File: src/rtl/ysyx_23060203_pkg.sv
// Shared types and perf event ids for the AXI read arbiter.
package ysyx_23060203_pkg;

    typedef enum logic [1:0] {
        ST_IDLE,
        ST_AR,
        ST_R
    } arb_state_t;

    typedef enum logic {
        OWN_IFU,
        OWN_LSU
    } owner_t;

    localparam int unsigned PERF_ARB_IFU_WAIT     = 0;
    localparam int unsigned PERF_ARB_LSU_WAIT     = 1;
    localparam int unsigned PERF_ARB_STARVE_FORCE = 2;

endpackage

File: src/rtl/axi_if.sv
// AXI4 read-channel bundle (AR + R); 'in' is the side that accepts requests, 'out' issues them.
interface axi_if;
    logic        arvalid;
    logic        arready;
    logic [31:0] araddr;
    logic [3:0]  arid;
    logic [7:0]  arlen;
    logic [2:0]  arsize;
    logic [1:0]  arburst;
    logic        rvalid;
    logic        rready;
    logic [31:0] rdata;
    logic [1:0]  rresp;
    logic        rlast;
    logic [3:0]  rid;

    modport in (
        input  arvalid, araddr, arid, arlen, arsize, arburst, rready,
        output arready, rvalid, rdata, rresp, rlast, rid
    );

    modport out (
        output arvalid, araddr, arid, arlen, arsize, arburst, rready,
        input  arready, rvalid, rdata, rresp, rlast, rid
    );
endinterface

File: src/rtl/ysyx_23060203_axi_rd_mux.sv
// Combinational AR/R steering between two requesters and the memory port, selected by owner.
module ysyx_23060203_axi_rd_mux
    import ysyx_23060203_pkg::*;
(
    input  owner_t owner,
    input  logic   ar_en,
    input  logic   r_en,
    axi_if.in      ifu,
    axi_if.in      lsu,
    axi_if.out     mem
);
    logic ar_ifu, ar_lsu, r_ifu, r_lsu;

    assign ar_ifu = ar_en && (owner == OWN_IFU);
    assign ar_lsu = ar_en && (owner == OWN_LSU);
    assign r_ifu  = r_en && (owner == OWN_IFU);
    assign r_lsu  = r_en && (owner == OWN_LSU);

    always_comb begin
        mem.arvalid = 1'b0;
        mem.araddr  = '0;
        mem.arid    = '0;
        mem.arlen   = '0;
        mem.arsize  = '0;
        mem.arburst = '0;
        if (ar_ifu) begin
            mem.arvalid = ifu.arvalid;
            mem.araddr  = ifu.araddr;
            mem.arid    = ifu.arid;
            mem.arlen   = ifu.arlen;
            mem.arsize  = ifu.arsize;
            mem.arburst = ifu.arburst;
        end else if (ar_lsu) begin
            mem.arvalid = lsu.arvalid;
            mem.araddr  = lsu.araddr;
            mem.arid    = lsu.arid;
            mem.arlen   = lsu.arlen;
            mem.arsize  = lsu.arsize;
            mem.arburst = lsu.arburst;
        end
    end

    assign ifu.arready = ar_ifu & mem.arready;
    assign lsu.arready = ar_lsu & mem.arready;
    assign mem.rready  = (r_ifu & ifu.rready) | (r_lsu & lsu.rready);

    assign ifu.rvalid = r_ifu & mem.rvalid;
    assign ifu.rdata  = r_ifu ? mem.rdata : '0;
    assign ifu.rresp  = r_ifu ? mem.rresp : '0;
    assign ifu.rlast  = r_ifu & mem.rlast;
    assign ifu.rid    = r_ifu ? mem.rid : '0;

    assign lsu.rvalid = r_lsu & mem.rvalid;
    assign lsu.rdata  = r_lsu ? mem.rdata : '0;
    assign lsu.rresp  = r_lsu ? mem.rresp : '0;
    assign lsu.rlast  = r_lsu & mem.rlast;
    assign lsu.rid    = r_lsu ? mem.rid : '0;
endmodule

File: src/rtl/ysyx_23060203_axi_rd_arb.sv
// Two-requester AXI read arbiter (IFU/LSU), one outstanding read, LSU priority with IFU anti-starvation.
// Optional perf hooks under YSYX_23060203_ARB_PERF_EN (never under SYNTHESIS).
module ysyx_23060203_axi_rd_arb
    import ysyx_23060203_pkg::*;
#(
    parameter int unsigned STARVE_LIMIT = 4
) (
    input  logic clock,
    input  logic reset,
    axi_if.in    ifu_r,
    axi_if.in    lsu_r,
    axi_if.out   mem_r
);
    localparam int unsigned    CntW   = $clog2(STARVE_LIMIT + 1);
    localparam logic [CntW-1:0] CntMax = CntW'(STARVE_LIMIT);

    arb_state_t      state_q, state_d;
    owner_t          owner_q, owner_d;
    logic [CntW-1:0] starve_q, starve_d;
    logic            force_ifu;

    assign force_ifu = ifu_r.arvalid & lsu_r.arvalid & (starve_q == CntMax);

    always_comb begin
        state_d  = state_q;
        owner_d  = owner_q;
        starve_d = starve_q;
        unique case (state_q)
            ST_IDLE: begin
                if (ifu_r.arvalid || lsu_r.arvalid) begin
                    state_d = ST_AR;
                    if (lsu_r.arvalid && !force_ifu) begin
                        owner_d = OWN_LSU;
                        if (ifu_r.arvalid && (starve_q != CntMax)) begin
                            starve_d = starve_q + 1'b1;
                        end
                    end else begin
                        owner_d  = OWN_IFU;
                        starve_d = '0;
                    end
                end
            end
            ST_AR: begin
                if (mem_r.arvalid && mem_r.arready) state_d = ST_R;
            end
            ST_R: begin
                if (mem_r.rvalid && mem_r.rready && mem_r.rlast) state_d = ST_IDLE;
            end
            default: state_d = ST_IDLE;
        endcase
    end

    always_ff @(posedge clock or negedge reset) begin
        if (!reset) begin
            state_q  <= ST_IDLE;
            owner_q  <= OWN_IFU;
            starve_q <= '0;
        end else begin
            state_q  <= state_d;
            owner_q  <= owner_d;
            starve_q <= starve_d;
        end
    end

    ysyx_23060203_axi_rd_mux u_mux (
        .owner (owner_q),
        .ar_en (state_q == ST_AR),
        .r_en  (state_q == ST_R),
        .ifu   (ifu_r),
        .lsu   (lsu_r),
        .mem   (mem_r)
    );

`ifdef YSYX_23060203_ARB_PERF_EN
`ifndef SYNTHESIS
    int unsigned perf_cnt [3];

    initial begin
        for (int i = 0; i < 3; i++) perf_cnt[i] = 0;
    end

    function automatic void perf_event(input int unsigned id);
        if (id < 3) perf_cnt[id] = perf_cnt[id] + 1;
    endfunction

    // A requester is waiting whenever it holds arvalid but is not the one in ST_AR.
    always @(posedge clock) begin
        if (reset) begin
            if (ifu_r.arvalid && !(state_q == ST_AR && owner_q == OWN_IFU)) begin
                perf_event(PERF_ARB_IFU_WAIT);
            end
            if (lsu_r.arvalid && !(state_q == ST_AR && owner_q == OWN_LSU)) begin
                perf_event(PERF_ARB_LSU_WAIT);
            end
            if (state_q == ST_IDLE && force_ifu) begin
                perf_event(PERF_ARB_STARVE_FORCE);
            end
        end
    end
`endif
`endif
endmodule

File: src/flat_wrapper.sv
// flat-port wrapper written by rule: the top's interface ports become plain ports
module ysyx_23060203_axi_rd_arb_flat import ysyx_23060203_pkg::*;
#(
    parameter int unsigned STARVE_LIMIT = 4
)
  (clock, reset, ifu_r_arvalid, ifu_r_araddr, ifu_r_arid, ifu_r_arlen, ifu_r_arsize, ifu_r_arburst, ifu_r_rready, ifu_r_arready, ifu_r_rvalid, ifu_r_rdata, ifu_r_rresp, ifu_r_rlast, ifu_r_rid, lsu_r_arvalid, lsu_r_araddr, lsu_r_arid, lsu_r_arlen, lsu_r_arsize, lsu_r_arburst, lsu_r_rready, lsu_r_arready, lsu_r_rvalid, lsu_r_rdata, lsu_r_rresp, lsu_r_rlast, lsu_r_rid, mem_r_arvalid, mem_r_araddr, mem_r_arid, mem_r_arlen, mem_r_arsize, mem_r_arburst, mem_r_rready, mem_r_arready, mem_r_rvalid, mem_r_rdata, mem_r_rresp, mem_r_rlast, mem_r_rid);
  axi_if ifu_r_i ();
  axi_if lsu_r_i ();
  axi_if mem_r_i ();
  input  logic clock;
  input  logic reset;
  input wire logic [$bits(ifu_r_i.arvalid)-1:0] ifu_r_arvalid;
  input wire logic [$bits(ifu_r_i.araddr)-1:0] ifu_r_araddr;
  input wire logic [$bits(ifu_r_i.arid)-1:0] ifu_r_arid;
  input wire logic [$bits(ifu_r_i.arlen)-1:0] ifu_r_arlen;
  input wire logic [$bits(ifu_r_i.arsize)-1:0] ifu_r_arsize;
  input wire logic [$bits(ifu_r_i.arburst)-1:0] ifu_r_arburst;
  input wire logic [$bits(ifu_r_i.rready)-1:0] ifu_r_rready;
  output wire logic [$bits(ifu_r_i.arready)-1:0] ifu_r_arready;
  output wire logic [$bits(ifu_r_i.rvalid)-1:0] ifu_r_rvalid;
  output wire logic [$bits(ifu_r_i.rdata)-1:0] ifu_r_rdata;
  output wire logic [$bits(ifu_r_i.rresp)-1:0] ifu_r_rresp;
  output wire logic [$bits(ifu_r_i.rlast)-1:0] ifu_r_rlast;
  output wire logic [$bits(ifu_r_i.rid)-1:0] ifu_r_rid;
  input wire logic [$bits(lsu_r_i.arvalid)-1:0] lsu_r_arvalid;
  input wire logic [$bits(lsu_r_i.araddr)-1:0] lsu_r_araddr;
  input wire logic [$bits(lsu_r_i.arid)-1:0] lsu_r_arid;
  input wire logic [$bits(lsu_r_i.arlen)-1:0] lsu_r_arlen;
  input wire logic [$bits(lsu_r_i.arsize)-1:0] lsu_r_arsize;
  input wire logic [$bits(lsu_r_i.arburst)-1:0] lsu_r_arburst;
  input wire logic [$bits(lsu_r_i.rready)-1:0] lsu_r_rready;
  output wire logic [$bits(lsu_r_i.arready)-1:0] lsu_r_arready;
  output wire logic [$bits(lsu_r_i.rvalid)-1:0] lsu_r_rvalid;
  output wire logic [$bits(lsu_r_i.rdata)-1:0] lsu_r_rdata;
  output wire logic [$bits(lsu_r_i.rresp)-1:0] lsu_r_rresp;
  output wire logic [$bits(lsu_r_i.rlast)-1:0] lsu_r_rlast;
  output wire logic [$bits(lsu_r_i.rid)-1:0] lsu_r_rid;
  output wire logic [$bits(mem_r_i.arvalid)-1:0] mem_r_arvalid;
  output wire logic [$bits(mem_r_i.araddr)-1:0] mem_r_araddr;
  output wire logic [$bits(mem_r_i.arid)-1:0] mem_r_arid;
  output wire logic [$bits(mem_r_i.arlen)-1:0] mem_r_arlen;
  output wire logic [$bits(mem_r_i.arsize)-1:0] mem_r_arsize;
  output wire logic [$bits(mem_r_i.arburst)-1:0] mem_r_arburst;
  output wire logic [$bits(mem_r_i.rready)-1:0] mem_r_rready;
  input wire logic [$bits(mem_r_i.arready)-1:0] mem_r_arready;
  input wire logic [$bits(mem_r_i.rvalid)-1:0] mem_r_rvalid;
  input wire logic [$bits(mem_r_i.rdata)-1:0] mem_r_rdata;
  input wire logic [$bits(mem_r_i.rresp)-1:0] mem_r_rresp;
  input wire logic [$bits(mem_r_i.rlast)-1:0] mem_r_rlast;
  input wire logic [$bits(mem_r_i.rid)-1:0] mem_r_rid;
  assign ifu_r_i.arvalid = ifu_r_arvalid;
  assign ifu_r_i.araddr = ifu_r_araddr;
  assign ifu_r_i.arid = ifu_r_arid;
  assign ifu_r_i.arlen = ifu_r_arlen;
  assign ifu_r_i.arsize = ifu_r_arsize;
  assign ifu_r_i.arburst = ifu_r_arburst;
  assign ifu_r_i.rready = ifu_r_rready;
  assign ifu_r_arready = ifu_r_i.arready;
  assign ifu_r_rvalid = ifu_r_i.rvalid;
  assign ifu_r_rdata = ifu_r_i.rdata;
  assign ifu_r_rresp = ifu_r_i.rresp;
  assign ifu_r_rlast = ifu_r_i.rlast;
  assign ifu_r_rid = ifu_r_i.rid;
  assign lsu_r_i.arvalid = lsu_r_arvalid;
  assign lsu_r_i.araddr = lsu_r_araddr;
  assign lsu_r_i.arid = lsu_r_arid;
  assign lsu_r_i.arlen = lsu_r_arlen;
  assign lsu_r_i.arsize = lsu_r_arsize;
  assign lsu_r_i.arburst = lsu_r_arburst;
  assign lsu_r_i.rready = lsu_r_rready;
  assign lsu_r_arready = lsu_r_i.arready;
  assign lsu_r_rvalid = lsu_r_i.rvalid;
  assign lsu_r_rdata = lsu_r_i.rdata;
  assign lsu_r_rresp = lsu_r_i.rresp;
  assign lsu_r_rlast = lsu_r_i.rlast;
  assign lsu_r_rid = lsu_r_i.rid;
  assign mem_r_arvalid = mem_r_i.arvalid;
  assign mem_r_araddr = mem_r_i.araddr;
  assign mem_r_arid = mem_r_i.arid;
  assign mem_r_arlen = mem_r_i.arlen;
  assign mem_r_arsize = mem_r_i.arsize;
  assign mem_r_arburst = mem_r_i.arburst;
  assign mem_r_rready = mem_r_i.rready;
  assign mem_r_i.arready = mem_r_arready;
  assign mem_r_i.rvalid = mem_r_rvalid;
  assign mem_r_i.rdata = mem_r_rdata;
  assign mem_r_i.rresp = mem_r_rresp;
  assign mem_r_i.rlast = mem_r_rlast;
  assign mem_r_i.rid = mem_r_rid;
  ysyx_23060203_axi_rd_arb #(.STARVE_LIMIT(STARVE_LIMIT)) u_core (.clock(clock), .reset(reset), .ifu_r(ifu_r_i), .lsu_r(lsu_r_i), .mem_r(mem_r_i));
endmodule
File: config.mk
export PLATFORM = sky130hd
export DESIGN_NAME = ysyx_23060203_axi_rd_arb_flat
export DESIGN_NICKNAME = d
export VERILOG_FILES = /design/src/rtl/ysyx_23060203_pkg.sv /design/src/rtl/axi_if.sv /design/src/rtl/ysyx_23060203_axi_rd_mux.sv /design/src/rtl/ysyx_23060203_axi_rd_arb.sv /design/src/flat_wrapper.sv
export SDC_FILE = /design/constraint.sdc
export NUM_CORES = 1
export LEC_CHECK = 0
export ABC_CLOCK_PERIOD_IN_PS = 5000
export CAP_MARGIN = 5
export CORE_AREA = 2 2 107 109
export CTS_BUF_LIST = sky130_fd_sc_hd__clkbuf_8 sky130_fd_sc_hd__clkbuf_16
export CTS_CLUSTER_DIAMETER = 80
export DETAILED_ROUTE_END_ITERATION = 6
export DIE_AREA = 0 0 109 111
export MAX_ROUTING_LAYER = met4
export SLEW_MARGIN = 20
export SYNTH_ARGS = -nofsm -noshare
export SYNTH_HDL_FRONTEND = slang
export SYNTH_SLANG_ARGS = --single-unit
export TNS_END_PERCENT = 5
File: constraint.sdc
create_clock -name clock -period 5 [get_ports clock]
set_input_delay 1.5 -clock clock [delete_from_list [all_inputs] [get_ports clock]]
set_output_delay 1.5 -clock clock [all_outputs]
set_load 0.05 [all_outputs]
# == Yosys cells after proc, flatten, opt, wreduce, memory -nomap -nowiden ==
# Cells that the tools add are included.
# word_totals
reg_bits,6
word_cells,64
# op_classes
bitwise,12
add_sub_neg,1
n_reduce_logical,15
n_mux,25
eq_ne,8
# op_table
operator,count
32-bit two-way mux,4
4-bit two-way mux,4
8-bit two-way mux,2
2-bit two-way mux,7
3-bit two-way mux,4
1-bit AND,10
1-bit logical AND,9
"2-bit by 1-bit inequality test with 1-bit output, second input constant",3
2-bit case mux with 3 select lines,1
3-bit AND reduction,2
"3-bit by 1-bit adder with 3-bit output, second input constant",1
"3-bit equality test, second input constant",1
1-bit two-way mux,3
"3-bit inequality test, second input constant",1
"2-bit by 1-bit equality test with 1-bit output, second input constant",1
"2-bit equality test, second input constant",1
2-bit zero test,1
"2-bit inequality test, second input constant",1
2-bit AND reduction,1
1-bit zero test,1
1-bit logical OR,1
1-bit NOT,1
1-bit bitwise OR,1

# == Depth between registers and ports, before layout ==
# logic_depth
depth_word,8
mapped_depth,5
mapped_depth_nobuf,5

# == By module ==
# A second synthesis with hierarchy kept.
# hier_totals
hier_cells,243
hier_area_um2,1845.5
# modules_own_cells
module,cells_each,n_inst,area_per_inst_um2
ysyx_23060203_axi_rd_mux,210,1,1529.0
ysyx_23060203_axi_rd_arb,33,1,316.6

# == Worst setup path after synthesis ==
# Ideal clock, no wire load.
# synth_path
path_kind,input to output
start,in lsu_r_rready
end,out mem_r_rready
t_required_ns,3.500
path_slack_ns,1.278
t_arrival_ns,2.222
path_buffers,0
stages,2
cell_sequence,mux2i_1 > nor2_1
# synth_via
elab_chain_len,2
# synth_lines
element,line_no,text
from (decl),flat_wrapper.sv:31,input wire logic [$bits(lsu_r_i.rready)-1:0] lsu_r_rready;
1-bit AND,ysyx_23060203_axi_rd_mux.sv:45,assign mem.rready = (r_ifu & ifu.rready) | (r_lsu & lsu.rready);
1-bit bitwise OR,ysyx_23060203_axi_rd_mux.sv:45,
to (decl),flat_wrapper.sv:44,output wire logic [$bits(mem_r_i.rready)-1:0] mem_r_rready;
# No other way between the ends.

# == Worst setup path in the final report ==
# layout_path
start,in lsu_r_arvalid
end,out mem_r_arvalid
# layout_via
elab_chain_len,2
# layout_lines
element,line_no,text
from (decl),flat_wrapper.sv:25,input wire logic [$bits(lsu_r_i.arvalid)-1:0] lsu_r_arvalid;
1-bit two-way mux,ysyx_23060203_axi_rd_mux.sv:33,end else if (ar_lsu) begin
1-bit two-way mux,ysyx_23060203_axi_rd_mux.sv:26,if (ar_ifu) begin
to (decl),flat_wrapper.sv:38,output wire logic [$bits(mem_r_i.arvalid)-1:0] mem_r_arvalid;
# No other way between the ends.

==> metrics.cfg <==
[worst_setup_path]
crit_type = primary input to primary output
arrival_ns = 3.09
crit_buf_inv = 2
endpoint_kind = primary output
crit_fanout = 8
slowest_stage = clkdlybuf4s50_1
worst_r2r_startpoint = u_core.state_q[1]
path_cells = clkdlybuf4s50_1 > a22o_1 > clkdlybuf4s50_1
cp_common_cell = clkdlybuf4s50_1
cp_top_family = buffers and inverters
crit_start = lsu_r_arvalid
reg2reg_slack_ns = 3.59
startpoint_type = primary input
slowest_delay_ns = 0.80
cp.required_ns = 3.50

[synthesis]
synth_area_per_cell_um2 = 7.56
synthTopCellsByArea = and2_1, a22o_1, dfrtp_1
async_reset_ff_frac = 1.00
ys_ff_latch = 6
synthCells = 193
synth.distinct_cells = 27
synth_edf_count = 0
syn-num-nets = 340
yosysTopAreaCell = and2_1
ys.warnings.count = 0
ys.flop_type = dfrtp_1
yosysSeqAreaShare = 0.103
synth_area_um2 = 1460
yosysTopAreaCellShare = 0.352

[die]
ios = 278
rows = 39
core-area_um2 = 11100
fp.dieArea_um2 = 12100
die_x_um = 109
die_h_um = 111
start_util = 0.132

[placement]
place_ws_ns = 0.416
gp_congestion = 0.774
dp.cells = 596
portBuffers = 277
placed_area_um2 = 4320
hpwl_um = 7450

[min_path]
worstHoldPathType = flip-flop to flip-flop
hold_start = u_core.starve_q[1]

[outcome]
status = finished, final reports clean

[timing]
setup_ws_ns = 0.406
fin_crit_sh = 0.919
slew_headroom = 0.616
drv_slew = 0
rsz0062_at_grt = no
fmax_ghz = 0.218
fin_skew_ns = 0.00342
fin_setup_tns_ns = 0
finalHoldViolations = 0
setup_viol = 0
final.min_clock_period_ns = 4.59
worst_pin_slew_ns = 0.575

[layout]
layout_commonest_cell = clkdlybuf4s50_1
nets = 605
antennaDiodeCount = 0
layout-drive-gt1-share = 0.0307
fin_cells = 599
area_growth_pct = 201
nFillCells = 1120
stdcell_area_um2 = 4390
mostFrequentLayoutCells = clkdlybuf4s50_1, and2_1, a22o_1

[global_routing]
grt_pass1_vias = 2568
grt_max_degree = 52
grt_overflow_total = 0
antenna_found_initial = 0
grt_pass1_wl_um = 13100
grt_util_all_layers = 0.140

[routing]
ant_nets = 0
wire_per_inst_um = 15.4
via_per_inst = 4.19
wl_um = 9250
drtIter0Drc = 124
first_pass_iters = 4
drc = 0
dr_total_vias = 2512

[cts]
clk_path_buf_depth = 2
holdBufCountCts = 0
clk_pin_slew_ns = 0.03
cts_tree = yes
cts_setup_buffers = 0
cts-buffers-inserted = 3
clkLatencyLatePin_ns = 0.23
clockRootBuffer = clkbuf_16
cts_resized = 0
cts.sinks = 6
htreeDepth = 1

[power_and_ir_drop]
p_leak_nw = 1.69
power_density_nw_per_um2 = 560
ir_worst_vdd_uv = 371

[job]
max_cap_viol_count = 0

[Yosys cell counts (all sizes together), types with 2 or more instances]
library cell and n:
buf 11, nor3 2, nor2 5, nand4 2
and2 82, nand3 2, nand2 4, o22ai 2
ha 2, nor3b 3, inv 4, clkbuf 10
a22o 50, dfrtp 6
[logic make-up (layout without fill, tap and decap cells)]
kind of cell	after synthesis	in the layout	synth area share
buffers and inverters	25	288	0.102
DFF	6	6	0.103
AOI/OAI and AO/OA	56	56	0.329
adders and majority gates	2	2	0.0171
and+or+nand+nor	102	102	0.434
muxes	2	2	0.0146
[final cells by class]
cell class                 count  area [µm²]  area share
clock buffer                   3        75.1      0.0171
inverter                       4        15.0     0.00342
multi-input combinational    162        1170       0.267
sequential                     6         150      0.0342
tap                          143         179      0.0408
timing repair buffer         281        2800       0.638
[path summary, 6_finish.rpt]
kind | to | cells past startpoint
hold reg to reg | u_core.starve_q[1] | 2
hold / removal | u_core.starve_q[1] | 2
min in group asynchronous | u_core.state_q[0] | 1
setup / recovery | mem_r_arvalid | 3
max in group asynchronous | u_core.starve_q[1] | 1
setup reg to reg | u_core.starve_q[2] | 3
[registers in the layout, summed over array words and instances (netlist names)]
| name | count |
|---|---|
| u_core.starve_q | 3 |
| u_core.state_q | 2 |
| u_core.owner_q | 1 |
[per-layer routing]
metal / wire (µm) / part of all wire / track usage
met5: 0 / 0 / -
met1: 3640 / 0.39 / 0.158
met4: 51 / 0.0055 / 0.0128
met3: 1040 / 0.11 / 0.0247
met2: 4520 / 0.49 / 0.263
[metrics by stage]
stage | hold WS, ns | total power, mW | util
6_report | 0.571 | 2.46 | 0.396
2_1_floorplan | 0.542 | 1.62 | -
3_5_place_dp | 0.569 | 2.34 | 0.390
5_1_grt | 0.610 | 2.56 | 0.396
3_3_place_gp | 0.561 | 2.33 | 0.390
4_1_cts | 0.575 | 2.48 | 0.396
[worst reg2reg max path, stage by stage (launching register included)]
cell and delay [ns]:
dfrtp_1 0.49, nor3b_1 0.56, nand4_1 0.16, o211ai_1 0.12
[report_power, final]
group / internal (mW) / total (mW) / switching [mW]
logic: 0.791 / 2.22 / 1.43
registers: 0.0714 / 0.111 / 0.0398
clock network: 0.103 / 0.128 / 0.0259
Power figures use the tool's default switching activity.
